**src/rtl/dac_rx_if.sv**
```systemverilog
// 3-wire TLV5618-style serial link (cs_n/sclk/din) shared by the serialiser and this receiver.
interface dac_rx_if;
  logic cs_n;
  logic sclk;
  logic din;

  modport master (output cs_n, output sclk, output din);
  modport slave  (input  cs_n, input  sclk, input  din);
endinterface

```
**src/rtl/dac_rx.sv**
```systemverilog
// Oversampling receiver for the TLV5618 serial link: deserialises 16-bit frames, checks framing
// and decodes the command into DAC A/B/buffer registers.
module dac_rx #(
  parameter int FRAME_BITS  = 16,
  parameter int TIMEOUT_CYC = 1024
) (
  input  logic        clk_50mhz,
  input  logic        rst_n,
  dac_rx_if.slave     link,
  output logic [15:0] rx_data,
  output logic        rx_valid,
  output logic        rx_err,
  output logic [1:0]  err_code,
  output logic [11:0] dac_a,
  output logic [11:0] dac_b,
  output logic        spd,
  output logic        pwr,
  output logic [1:0]  state_dbg
);

  // rx_valid and rx_err are single-cycle pulses with no back-pressure: the consumer must take
  // rx_data/dac_a/dac_b/spd/pwr (on rx_valid) or err_code (on rx_err) in the pulse cycle.

  localparam int CW = $clog2(FRAME_BITS + 1);
  localparam int TW = (TIMEOUT_CYC > 0) ? $clog2(TIMEOUT_CYC + 1) : 1;
  localparam logic [CW-1:0] FB_CNT = CW'(FRAME_BITS);
  localparam logic [TW-1:0] TO_LIM = TW'(TIMEOUT_CYC);

  typedef enum logic [1:0] {
    S_IDLE = 2'd0,
    S_RECV = 2'd1,
    S_FULL = 2'd2,
    S_ERR  = 2'd3
  } state_t;

  state_t        state, state_nxt;
  logic [CW-1:0] bit_cnt, cnt_nxt;
  logic [15:0]   shreg, sh_nxt;
  logic [TW-1:0] to_cnt, to_nxt;
  logic          ovr_pend, ovr_nxt;
  logic          valid_nxt, err_nxt;
  logic [1:0]    code_nxt;
  logic [11:0]   buffer;

  // Equal-depth sync + history chains keep cs_n/sclk/din edge ordering intact.
  logic cs_s1, cs_s2, cs_h;
  logic sk_s1, sk_s2, sk_h;
  logic di_s1, di_s2, di_h;
  logic cs_fall, cs_rise, sclk_fall;

  always_ff @(posedge clk_50mhz or negedge rst_n) begin
    if (!rst_n) begin
      cs_s1 <= 1'b1; cs_s2 <= 1'b1; cs_h <= 1'b1;
      sk_s1 <= 1'b0; sk_s2 <= 1'b0; sk_h <= 1'b0;
      di_s1 <= 1'b1; di_s2 <= 1'b1; di_h <= 1'b1;
    end else begin
      cs_s1 <= link.cs_n; cs_s2 <= cs_s1; cs_h <= cs_s2;
      sk_s1 <= link.sclk; sk_s2 <= sk_s1; sk_h <= sk_s2;
      di_s1 <= link.din;  di_s2 <= di_s1; di_h <= di_s2;
    end
  end

  assign cs_fall   = cs_h & ~cs_s2;
  assign cs_rise   = ~cs_h & cs_s2;
  assign sclk_fall = sk_h & ~sk_s2;
  assign state_dbg = state;

  always_comb begin
    state_nxt = state;
    cnt_nxt   = bit_cnt;
    sh_nxt    = shreg;
    to_nxt    = to_cnt;
    ovr_nxt   = ovr_pend;
    valid_nxt = 1'b0;
    err_nxt   = 1'b0;
    code_nxt  = err_code;
    case (state)
      S_IDLE: begin
        if (cs_fall) begin
          state_nxt = S_RECV;
          cnt_nxt   = '0;
          to_nxt    = '0;
          ovr_nxt   = 1'b0;
        end
      end
      S_RECV: begin
        if (sclk_fall) begin
          sh_nxt  = {shreg[14:0], di_s2};
          cnt_nxt = bit_cnt + CW'(1);
          to_nxt  = '0;
        end else if (TIMEOUT_CYC != 0) begin
          to_nxt = to_cnt + TW'(1);
        end
        // Frame end is judged on the count after any same-cycle shift; cs_n rise beats timeout.
        if (cs_rise) begin
          state_nxt = S_IDLE;
          if (cnt_nxt == FB_CNT) begin
            valid_nxt = 1'b1;
          end else begin
            err_nxt  = 1'b1;
            code_nxt = 2'b01;
          end
        end else if (cnt_nxt == FB_CNT) begin
          state_nxt = S_FULL;
        end else if ((TIMEOUT_CYC != 0) && (to_nxt == TO_LIM)) begin
          state_nxt = S_ERR;
          err_nxt   = 1'b1;
          code_nxt  = 2'b11;
        end
      end
      S_FULL: begin
        if (sclk_fall) begin
          code_nxt = 2'b10;
          if (cs_rise) begin
            state_nxt = S_IDLE;
            err_nxt   = 1'b1;
            ovr_nxt   = 1'b0;
          end else begin
            state_nxt = S_ERR;
            ovr_nxt   = 1'b1;
          end
        end else if (cs_rise) begin
          state_nxt = S_IDLE;
          valid_nxt = 1'b1;
        end
      end
      S_ERR: begin
        // Overrun is reported at frame end; a timeout was already reported when it fired.
        if (cs_rise) begin
          state_nxt = S_IDLE;
          err_nxt   = ovr_pend;
          ovr_nxt   = 1'b0;
        end
      end
      default: state_nxt = S_IDLE;
    endcase
  end

  always_ff @(posedge clk_50mhz or negedge rst_n) begin
    if (!rst_n) begin
      state    <= S_IDLE;
      bit_cnt  <= '0;
      shreg    <= '0;
      to_cnt   <= '0;
      ovr_pend <= 1'b0;
      rx_valid <= 1'b0;
      rx_err   <= 1'b0;
      err_code <= 2'b00;
      rx_data  <= '0;
      dac_a    <= '0;
      dac_b    <= '0;
      buffer   <= '0;
      spd      <= 1'b0;
      pwr      <= 1'b0;
    end else begin
      state    <= state_nxt;
      bit_cnt  <= cnt_nxt;
      shreg    <= sh_nxt;
      to_cnt   <= to_nxt;
      ovr_pend <= ovr_nxt;
      rx_valid <= valid_nxt;
      rx_err   <= err_nxt;
      err_code <= code_nxt;
      if (valid_nxt) begin
        rx_data <= sh_nxt;
        spd     <= sh_nxt[14];
        pwr     <= sh_nxt[13];
        // Command select: R1 = bit 15, R0 = bit 12; 2'b11 is reserved and leaves the DAC state alone.
        case ({sh_nxt[15], sh_nxt[12]})
          2'b00: begin
            dac_b  <= sh_nxt[11:0];
            buffer <= sh_nxt[11:0];
          end
          2'b01: buffer <= sh_nxt[11:0];
          2'b10: begin
            dac_a <= sh_nxt[11:0];
            dac_b <= buffer;
          end
          default: ;
        endcase
      end
    end
  end

endmodule

```
**src/flat_wrapper.sv**
```systemverilog
// flat-port wrapper written by rule: the top's interface ports become plain ports
module dac_rx_flat 
#(
  parameter int FRAME_BITS  = 16,
  parameter int TIMEOUT_CYC = 1024
)
  (clk_50mhz, rst_n, rx_data, rx_valid, rx_err, err_code, dac_a, dac_b, spd, pwr, state_dbg, link_cs_n, link_sclk, link_din);
  dac_rx_if link_i ();
  input  logic clk_50mhz;
  input  logic rst_n;
  output logic [15:0] rx_data;
  output logic rx_valid;
  output logic rx_err;
  output logic [1:0] err_code;
  output logic [11:0] dac_a;
  output logic [11:0] dac_b;
  output logic spd;
  output logic pwr;
  output logic [1:0] state_dbg;
  input wire logic [$bits(link_i.cs_n)-1:0] link_cs_n;
  input wire logic [$bits(link_i.sclk)-1:0] link_sclk;
  input wire logic [$bits(link_i.din)-1:0] link_din;
  assign link_i.cs_n = link_cs_n;
  assign link_i.sclk = link_sclk;
  assign link_i.din = link_din;
  dac_rx #(.FRAME_BITS(FRAME_BITS), .TIMEOUT_CYC(TIMEOUT_CYC)) u_core (.clk_50mhz(clk_50mhz), .rst_n(rst_n), .link(link_i), .rx_data(rx_data), .rx_valid(rx_valid), .rx_err(rx_err), .err_code(err_code), .dac_a(dac_a), .dac_b(dac_b), .spd(spd), .pwr(pwr), .state_dbg(state_dbg));
endmodule
```
**config.mk**
```make
export PLATFORM = sky130hd
export DESIGN_NAME = dac_rx_flat
export DESIGN_NICKNAME = d
export VERILOG_FILES = /design/src/rtl/dac_rx_if.sv /design/src/rtl/dac_rx.sv /design/src/flat_wrapper.sv
export SDC_FILE = /design/constraint.sdc
export NUM_CORES = 1
export LEC_CHECK = 0
export ABC_AREA = 1
export CAP_MARGIN = 5
export CORE_UTILIZATION = 55
export CTS_BUF_LIST = sky130_fd_sc_hd__clkbuf_16
export DETAILED_ROUTE_END_ITERATION = 8
export PLACE_DENSITY = 0.79
export SETUP_SLACK_MARGIN = 0.4
export SYNTH_ARGS = -nofsm -noshare
export SYNTH_HDL_FRONTEND = slang
export SYNTH_SLANG_ARGS = --single-unit
export TNS_END_PERCENT = 100
```
**constraint.sdc**
```tcl
create_clock -name clk_50mhz -period 5 [get_ports clk_50mhz]
set_clock_uncertainty 0.05 [all_clocks]
set_input_delay 1 -clock clk_50mhz [delete_from_list [all_inputs] [get_ports clk_50mhz]]
set_output_delay 1 -clock clk_50mhz [all_outputs]
set_load 0.05 [all_outputs]
```
Word level (Yosys, flattened, before mapping)
Index checks and enable logic that the tools add are counted.
{"block": "totals", "inputBits": 5, "mem_bits_rw": 0, "word_cells": 98, "n_memories": 0, "latchBits": 0, "regBits": 101, "output_inout_bits": 48, "rom_bits": 0}
{"block": "classes", "n_mux": 41, "bitwise_logic": 6, "add_sub_neg": 2, "n_div": 0, "reduce_logical": 14, "eq_ne": 13, "mul": 0, "magnitude_cmp": 0, "n_shift": 0}
{"op": "$mux 11", "n": 3}
{"op": "$mux 16", "n": 2}
{"op": "$pmux 12 s2", "n": 1}
{"op": "$mux 2", "n": 11}
{"op": "$pmux 11 s2", "n": 1}
{"op": "$mux 5", "n": 3}
{"op": "$mux 1", "n": 14}
{"op": "$add 11x1->11 const B", "n": 1}
{"op": "$eq 11x11->1 const B", "n": 1}
{"op": "$pmux 5 s2", "n": 1}
{"op": "$reduce_and 2->1", "n": 5}
{"op": "$pmux 2 s4", "n": 1}
{"op": "$reduce_and 4->1", "n": 2}
{"op": "$eq 2x2->1 const B", "n": 3}
{"op": "$ne 2x1->1 const B", "n": 3}
{"op": "$pmux 1 s3", "n": 2}
{"op": "$reduce_bool 2->1", "n": 3}
{"op": "$add 5x1->5 const B", "n": 1}
{"op": "$eq 5x5->1 const B", "n": 1}
{"op": "$eq 2x1->1 const B", "n": 2}
{"op": "$logic_not 2->1", "n": 2}
{"op": "$ne 4x1->1 const B", "n": 1}
{"op": "$pmux 2 s2", "n": 1}
{"op": "$and 1x1->1", "n": 3}
{"op": "other kinds (6)", "n": 8}

Logic depth before layout (Yosys ltp)
Gate-level depths: netlist of run 1.
{"block": "logic_depth", "ltp_word": 9, "ltp_mapped": 14, "depth_no_buf": 14}

Worst setup path after synthesis of run 1
No wires, ideal clock.
{"block": "synth_path", "path_kind": "register -> register", "from": "register u_core.state[1], in the netlist u_core.state_dbg[1]", "to": "register u_core.dac_b[1]", "stages_incl_launch_ff": 13, "required_ps": 4827, "arrival_time_ps": 2178, "path_buffers": 2, "setup_ps": 123, "path_slack_ps": 2649, "period_less_slack_ps": 2351, "path_cell_list": "dfrtp_1 inv_1 ha_1 nand2_1 buf_2 nand2_1 o21ai_2 nand2_2 buf_2 nand2_1 o21ai_0 nand2_1 nand2_1"}
{"block": "synth_between", "elab_chain_len": 5, "elab_cells_between_ends": 9, "classes_between": "eq/ne (3); mux (3); reduce/logical (3)"}
{"item": "start: declaration", "line": "dac_rx.sv:36", "text": "state_t state, state_nxt;"}
{"item": "start signal: assignment", "line": "dac_rx.sv:156", "text": "state <= state_nxt;"}
{"item": "$eq 2x1->1 (*)", "line": "dac_rx.sv:77", "text": "case (state)"}
{"item": "$mux 16 (*)", "line": "dac_rx.sv:77"}
{"item": "net u_core.sh_nxt[15]", "line": "dac_rx.sv:38", "text": "logic [15:0] shreg, sh_nxt;"}
{"item": "$eq 2x2->1 / $logic_not 2->1 (equally long branches)", "line": "dac_rx.sv:169", "text": "case ({sh_nxt[15], sh_nxt[12]})"}
{"item": "$reduce_bool 2->1 (no source line)"}
{"item": "$reduce_and 2->1 (no source line)"}
{"item": "end signal: assignment", "line": "dac_rx.sv:171", "text": "dac_b <= sh_nxt[11:0];"}
{"item": "end signal: assignment", "line": "dac_rx.sv:177", "text": "dac_b <= buffer;"}
{"item": "end: declaration", "line": "dac_rx.sv:15", "text": "output logic [11:0] dac_b,"}
The timed path passes the listed nets; every way through them passes the cells marked *.
A chain may end at the register's enable or synchronous reset.

Worst setup path in the final report of run 1
{"block": "layout_path", "from": "register u_core.state[1], in the netlist u_core.state_dbg[1]", "to": "register u_core.dac_b[5]"}
Same word-level chain as after synthesis.

==> results of run 1 <==
==> logic make-up after synthesis <==
| family | after synthesis |
|---|---|
| AO/OA/AOI/OAI | 91 |
| XOR/XNOR | 5 |
| adder cells (fa/ha/maj) | 7 |
| buffers and inverters | 68 |
| flip-flops | 99 |
| multiplexers | 12 |
| AND/OR/NAND/NOR | 216 |
==> routing by layer <==
layer / vias up / global-route usage (%)
met5: - / 0
met4: 0 / 7.29
met3: 17 / 5.09
met2: 93 / 40.7
met1: 1710 / 31.0
li1: 1688 / -
==> power groups by stage <==
stage / logic (W) / registers (W) / clock network, W
6_report: 0.000890 / 0.00100 / 0.000773
5_1_grt: 0.000966 / 0.00102 / 0.000814
4_1_cts: 0.000887 / 0.00100 / 0.000781
3_5_place_dp: 0.000880 / 0.00101 / 0
3_3_place_gp: 0.000863 / 0.00101 / 0
2_1_floorplan: 0.000482 / 0.00117 / 0
==> synthesized netlist by cell type, drive strengths merged <==
| cell | instances | area, um2 |
|---|---|---|
| nand2 | 159 | 612 |
| clkinv | 1 | 5.00 |
| o211ai | 1 | 7.51 |
| nand3 | 21 | 110 |
| o21ai | 69 | 349 |
| clkbuf | 8 | 31.3 |
| o22ai | 13 | 81.3 |
| nand4 | 4 | 25.0 |
| nor3 | 2 | 21.3 |
| inv | 46 | 173 |
| dfrtp | 94 | 2350 |
| nor2 | 28 | 153 |
| buf | 13 | 100 |
| dfstp | 5 | 131 |
| ha | 7 | 87.6 |
| o21a | 1 | 7.51 |
| nand3b | 1 | 7.51 |
| xor2 | 5 | 51.3 |
| a21oi | 6 | 30.0 |
| a31o | 1 | 8.76 |
| mux2 | 12 | 135 |
| and3 | 1 | 6.26 |
==> state kept, by name, summed over array words and instances (netlist names) <==
signal            cells
u_core.state_dbg      2
u_core.dac_b         12
u_core.sk_s2          1
u_core.to_cnt        11
u_core.bit_cnt        5
u_core.rx_data       16
u_core.sk_h           1
u_core.shreg         16
u_core.rx_valid       1
u_core.dac_a         12
u_core.buffer        12
u_core.cs_s1          1
u_core.di_s2          1
u_core.sk_s1          1
u_core.ovr_pend       1
u_core.cs_h           1
u_core.rx_err         1
u_core.cs_s2          1
u_core.di_s1          1
u_core.err_code       2
==> worst paths after layout <==
kind / to
max: u_core.dac_b[5]
min: u_core.sk_s2
max reg2reg: u_core.dac_b[5]
min reg2reg: u_core.sk_s2
max in group asynchronous: u_core.err_code[0]
min in group asynchronous: u_core.to_cnt[5]
==> through the flow <==
step                      hold slack [ns]  setup slack [ns]  util, %  instances
final                               0.299              1.88     68.4        647
after global placement              0.288              2.03     64.1        632
after detailed placement            0.288              1.89     64.1        632
after global routing                0.314              1.49     68.4        647
after floorplan                     0.281              2.65        -        498
after CTS                           0.302              1.86     68.4        647
==> layout make-up <==
class,instances,area [um2]
Multi-Input combinational cell,331,1690
Timing Repair Buffer,53,526
Tap cell,102,128
Clock inverter,6,106
Sequential cell,99,2480
Fill cell,606,2470
Inverter,47,178
Clock buffer,9,225
==> worst register-to-register path: cells and delay by family, from the launching register on <==
kind,cells,cell delay [ns]
buf+inv,1,0.13
simple gates,5,1.40
fa+ha+maj,1,0.39
flops,1,0.44
compound gates,2,0.59
==> reports/summary.txt, run 1 <==
Status: completed
WS Path Type: reg -> reg
Post-DR wirelength/cell: 15.0 um
CP arrival: 3.30 ns
Port Buf Inserts: 52
Sw power: 0.000995 W
Post-Synth Adder-Cell Area: 1.95%
Root Buffer: clkbuf_16
Design Area, Final: 0.00534 mm2
Met2 WL: 4.88 mm
Net Count, Synth: 510
Critical path origin: u_core.state_dbg[1]
Rows: 32
First-pass GRT wire length: 15.9 mm
R2R cell count: 9
Clock Latency Late Sink: 0.34 ns
Worst hold-check path type: reg -> reg
Comb pwr share: 33.4%
Pin count of the biggest net entering global routing: 55
Core footprint: 0.00781 mm2
Nets: 553
H-tree lvl count: 3
Detailed-route via count: 3,508
Flops & latches, synth: 99
Tot GR Track Use: 24.0%
WL final: 9.72 mm
Total power: 0.00267 W
Initial antenna violation count: 0
Metal-1 WL: 4.34 mm
Die width: 92.3 um
Total CTS buffers: 9
Max-Cap Viols: 0
Most common cell on crit path: nand2_1
Clock share of power: 29.0%
Mux contribution to synthesized area: 3.01%
Synth Cell Area: 0.00449 mm2
DP HPWL: 6.43 mm
Crit-path max FO: 43
Initial core utilization: 57.5%
Cell Int Power: 0.00167 W
Iteration-0 DRC Markers: 247
Worst rel slew slack: 47.9%
Largest family of logic cells by synthesized area: simple AND/OR/NAND/NOR gates
P per Cell Area: 499 mW/mm2
CP top delay family: simple AND/OR/NAND/NOR gates
Max frequency: 320 MHz
Top Layer Used: met4
Final Cycle Share: 62.4%
Unique masters post-synth: 35
Critical path depth: 9
Post-CTS setup buffers: 0
Final ANT Viol Nets: 0
Slew Limit Fails: 0
Setup TNS: 0 ns
Min Tclk post-route: 3.12 ns
Switch share: 37.3%
Reg2reg setup slack: 1.88 ns
Synth Area in Compound Gates: 10.8%
WP buf/inv: 1
Leakage: 2.64 nW
Ports: 53
Cells after Synth: 498
Commonest cells after routing, fill and taps aside: nand2_1 (155), dfrtp_1 (94), clkdlybuf4s50_1 (51)
CP Launch Type: flop
Most common cell after layout, fill and taps aside: nand2_1
Die area: 0.00852 mm2
CTS clk-pin slew, worst paths: 0.06 ns
Worst-margin pin slew: 0.779 ns
Syn-to-layout area delta: 19.0%
Layout cells sized above 1: 8.62%
# diodes: 0
HP Start: u_core.sk_s1
Post-synthesis sequential area ratio: 55.4%
GP Congestion: 0.859
Final Hold Viols: 0
Longest Clk Path Bufs: 2
Required time worst endpoint: 5.17 ns
Hold Buf Count CTS: 0
Reg-to-reg startpoint: u_core.state_dbg[1]
Met3 wire length: 351 um
Post-CTS sizing: 0
Worst Setup End Kind: flop
# setup viols final: 0
Crit-path cells: inv_1, ha_1, nand2_1, o21ai_2, nand2_2, nand2_1, o21ai_0, nand2_1, nand2_1
Number of global-route vias before repair: 3,390
Synth Area in Simple Gates: 20.8%
Slowest CP cell: nand2_2
TritonCTS clock tree: built
Clk sinks: 99
Placed inst area: 0.00501 mm2
Overflow after GRT: 0
Avg Vias per Cell: 5.42
Syn_area_per_cell: 9.01 um2
Synth warn: 0
Number of remaining DRC errors: 0
RSZ-0062 raised after global routing: no
Max IR drop VDD: 0.285 mV
Post-Synth XOR/XNOR Area: 1.14%
Initial DRT Pass Iterations: 5
Sequential power share: 37.6%
Hold Crit Depth: 0
Worst path max stage delay: 0.52 ns
DIE HEIGHT: 92.3 um
(Power assumes the default switching activity.)
==> run 2: changes to the inputs <==
==> constraint.sdc (replaced) <==
create_clock -name clk_50mhz -period 3 [get_ports clk_50mhz]
set_clock_uncertainty 0.05 [all_clocks]
set_input_delay 0.6 -clock clk_50mhz [delete_from_list [all_inputs] [get_ports clk_50mhz]]
set_output_delay 0.6 -clock clk_50mhz [all_outputs]
set_load 0.05 [all_outputs]
==> run 2 against run 1 <==
  * Worst setup slack got worse by 1.3 ns
  * Wire length fell by 1.5%
  * Combinational power rose by 74%
  * Register-to-register slack got worse by 1.3 ns
  * Sequential power rose by 67%
  * Flip-flop and latch count did not move
  * Fmax rose by 31%
  * Utilization rose by 0.95 points
  * Final cell count rose by 1.5%
  * Critical path type unchanged
  * Largest cell class unchanged
  * Largest power group unchanged
  * Highest routed layer unchanged
==> reports/summary.txt, run 2 (synthesis gave the netlist of run 1 again) <==
Initial antenna violation count: 0
Pin count of the biggest net entering global routing: 56
CP arrival: 2.55 ns
Detailed-route via count: 3,538
RSZ-0062 raised after global routing: no
H-tree lvl count: 3
Most common cell on crit path: nand2_1
Hold Buf Count CTS: 0
Avg Vias per Cell: 5.39
Design Area, Final: 0.00541 mm2
First-pass GRT wire length: 16.2 mm
Crit-path max FO: 22
Min Tclk post-route: 2.38 ns
Max IR drop VDD: 0.374 mV
Number of remaining DRC errors: 0
Root Buffer: clkbuf_16
Max-Cap Viols: 0
DP HPWL: 6.50 mm
Initial DRT Pass Iterations: 5
Top flop regs: u_core.rx_data: 16 flops, u_core.shreg: 16 flops
Placed inst area: 0.00506 mm2
Worst Setup End Kind: flop
Syn-to-layout area delta: 20.7%
Initial core utilization: 57.5%
CP Launch Type: flop
Required time worst endpoint: 3.17 ns
Worst hold slack: 0.248 ns
Final Cycle Share: 79.5%
Status: completed
Most common cell after layout, fill and taps aside: nand2_1
Worst hold-check path type: in -> async
Slowest CP cell: dfrtp_1
# diodes: 0
Fillcell total: 572
DIE HEIGHT: 92.3 um
Nets: 562
Final ANT Viol Nets: 0
Clock Latency Late Sink: 0.34 ns
CP top delay family: simple AND/OR/NAND/NOR gates
CTS clk-pin slew, worst paths: 0.06 ns
Post-DR wirelength/cell: 14.6 um
Final Hold Viols: 0
WS Path Type: reg -> reg
Total CTS buffers: 9
GP Congestion: 0.876
Worst path max stage delay: 0.40 ns
TritonCTS clock tree: built
Ports: 53
# setup viols final: 0
Worst-margin pin slew: 0.688 ns
Final setup margin: 0.616 ns
Rows: 32
Overflow after GRT: 0
Leakage: 2.69 nW
Commonest cells after routing, fill and taps aside: nand2_1 (154), dfrtp_1 (94), clkdlybuf4s50_1 (51)
WP buf/inv: 2
Core footprint: 0.00781 mm2
P per Cell Area: 801 mW/mm2
Setup TNS: 0 ns
Tot GR Track Use: 24.6%
Dpl ws: 0.437 ns
Crit-path cells: nor2_4, inv_2, o21ai_1, nand2_1, nor2_1, nand3_2, nand2_2, nand2_4, buf_4, o21ai_0, nand2_1
WL final: 9.57 mm
Slew Limit Fails: 0
Longest Clk Path Bufs: 2
Die width: 92.3 um
Die area: 0.00852 mm2
Port Buf Inserts: 52
Post-layout util: 69.3%
Layout cells sized above 1: 10.5%
Max frequency: 420 MHz
Clk sinks: 99
Iteration-0 DRC Markers: 258
Number of global-route vias before repair: 3,378
Worst rel slew slack: 54.1%
==> run 2: where the power goes <==
group | internal, W | leakage [nW] | switching, W
combinational | 0.000476 | 1.21 | 0.00107
clock | 0.000637 | 0.145 | 0.000475
sequential | 0.00155 | 1.33 | 0.000127
total | 0.00266 | 2.69 | 0.00168
==> run 2: layer usage <==
layer  routed length (um)  track usage, %  up-vias
met5                    0               0        -
met4                  199            9.24        0
met3                  386            4.43       20
met2                 4840            39.9       97
met1                 4150            33.0     1702
li1                     -               -     1719
==> run 2: stage by stage <==
stage	cells	total power (W)
after floorplan	498	0.00276
after global placement	636	0.00317
after detailed placement	636	0.00321
after CTS	652	0.00435
after global routing	657	0.00458
final	657	0.00434
==> run 2: final timing paths <==
kind,from,endpoint,slack (ns),cells past startpoint
max in group asynchronous,rst_n,u_core.di_s1,1.92,2
setup reg to reg,u_core.sk_s2,u_core.dac_b[1],0.62,11
setup / recovery,u_core.sk_s2,u_core.dac_b[1],0.62,11
min in group clk_50mhz,u_core.sk_s1,u_core.sk_s2,0.30,0
hold / removal,rst_n,u_core.sk_h,0.25,1
hold reg to reg,u_core.sk_s1,u_core.sk_s2,0.30,0
==> run 2: final cells by class <==
class	instances	area [um2]	area share [%]
sequential	99	2480	45.9
multi-input combinational	331	1710	31.5
timing repair buffer	62	631	11.7
clock buffer	9	225	4.16
inverter	47	178	3.28
tap	102	128	2.36
clock inverter	7	62.6	1.16
==> run 2: repair_timing <==
item / 4_1_cts / 5_1_grt
resized for setup: 1 / 2
pin swaps: 0 / 2
endpoints found under the setup margin: 1 / 40
buffers inserted: 0 / 5
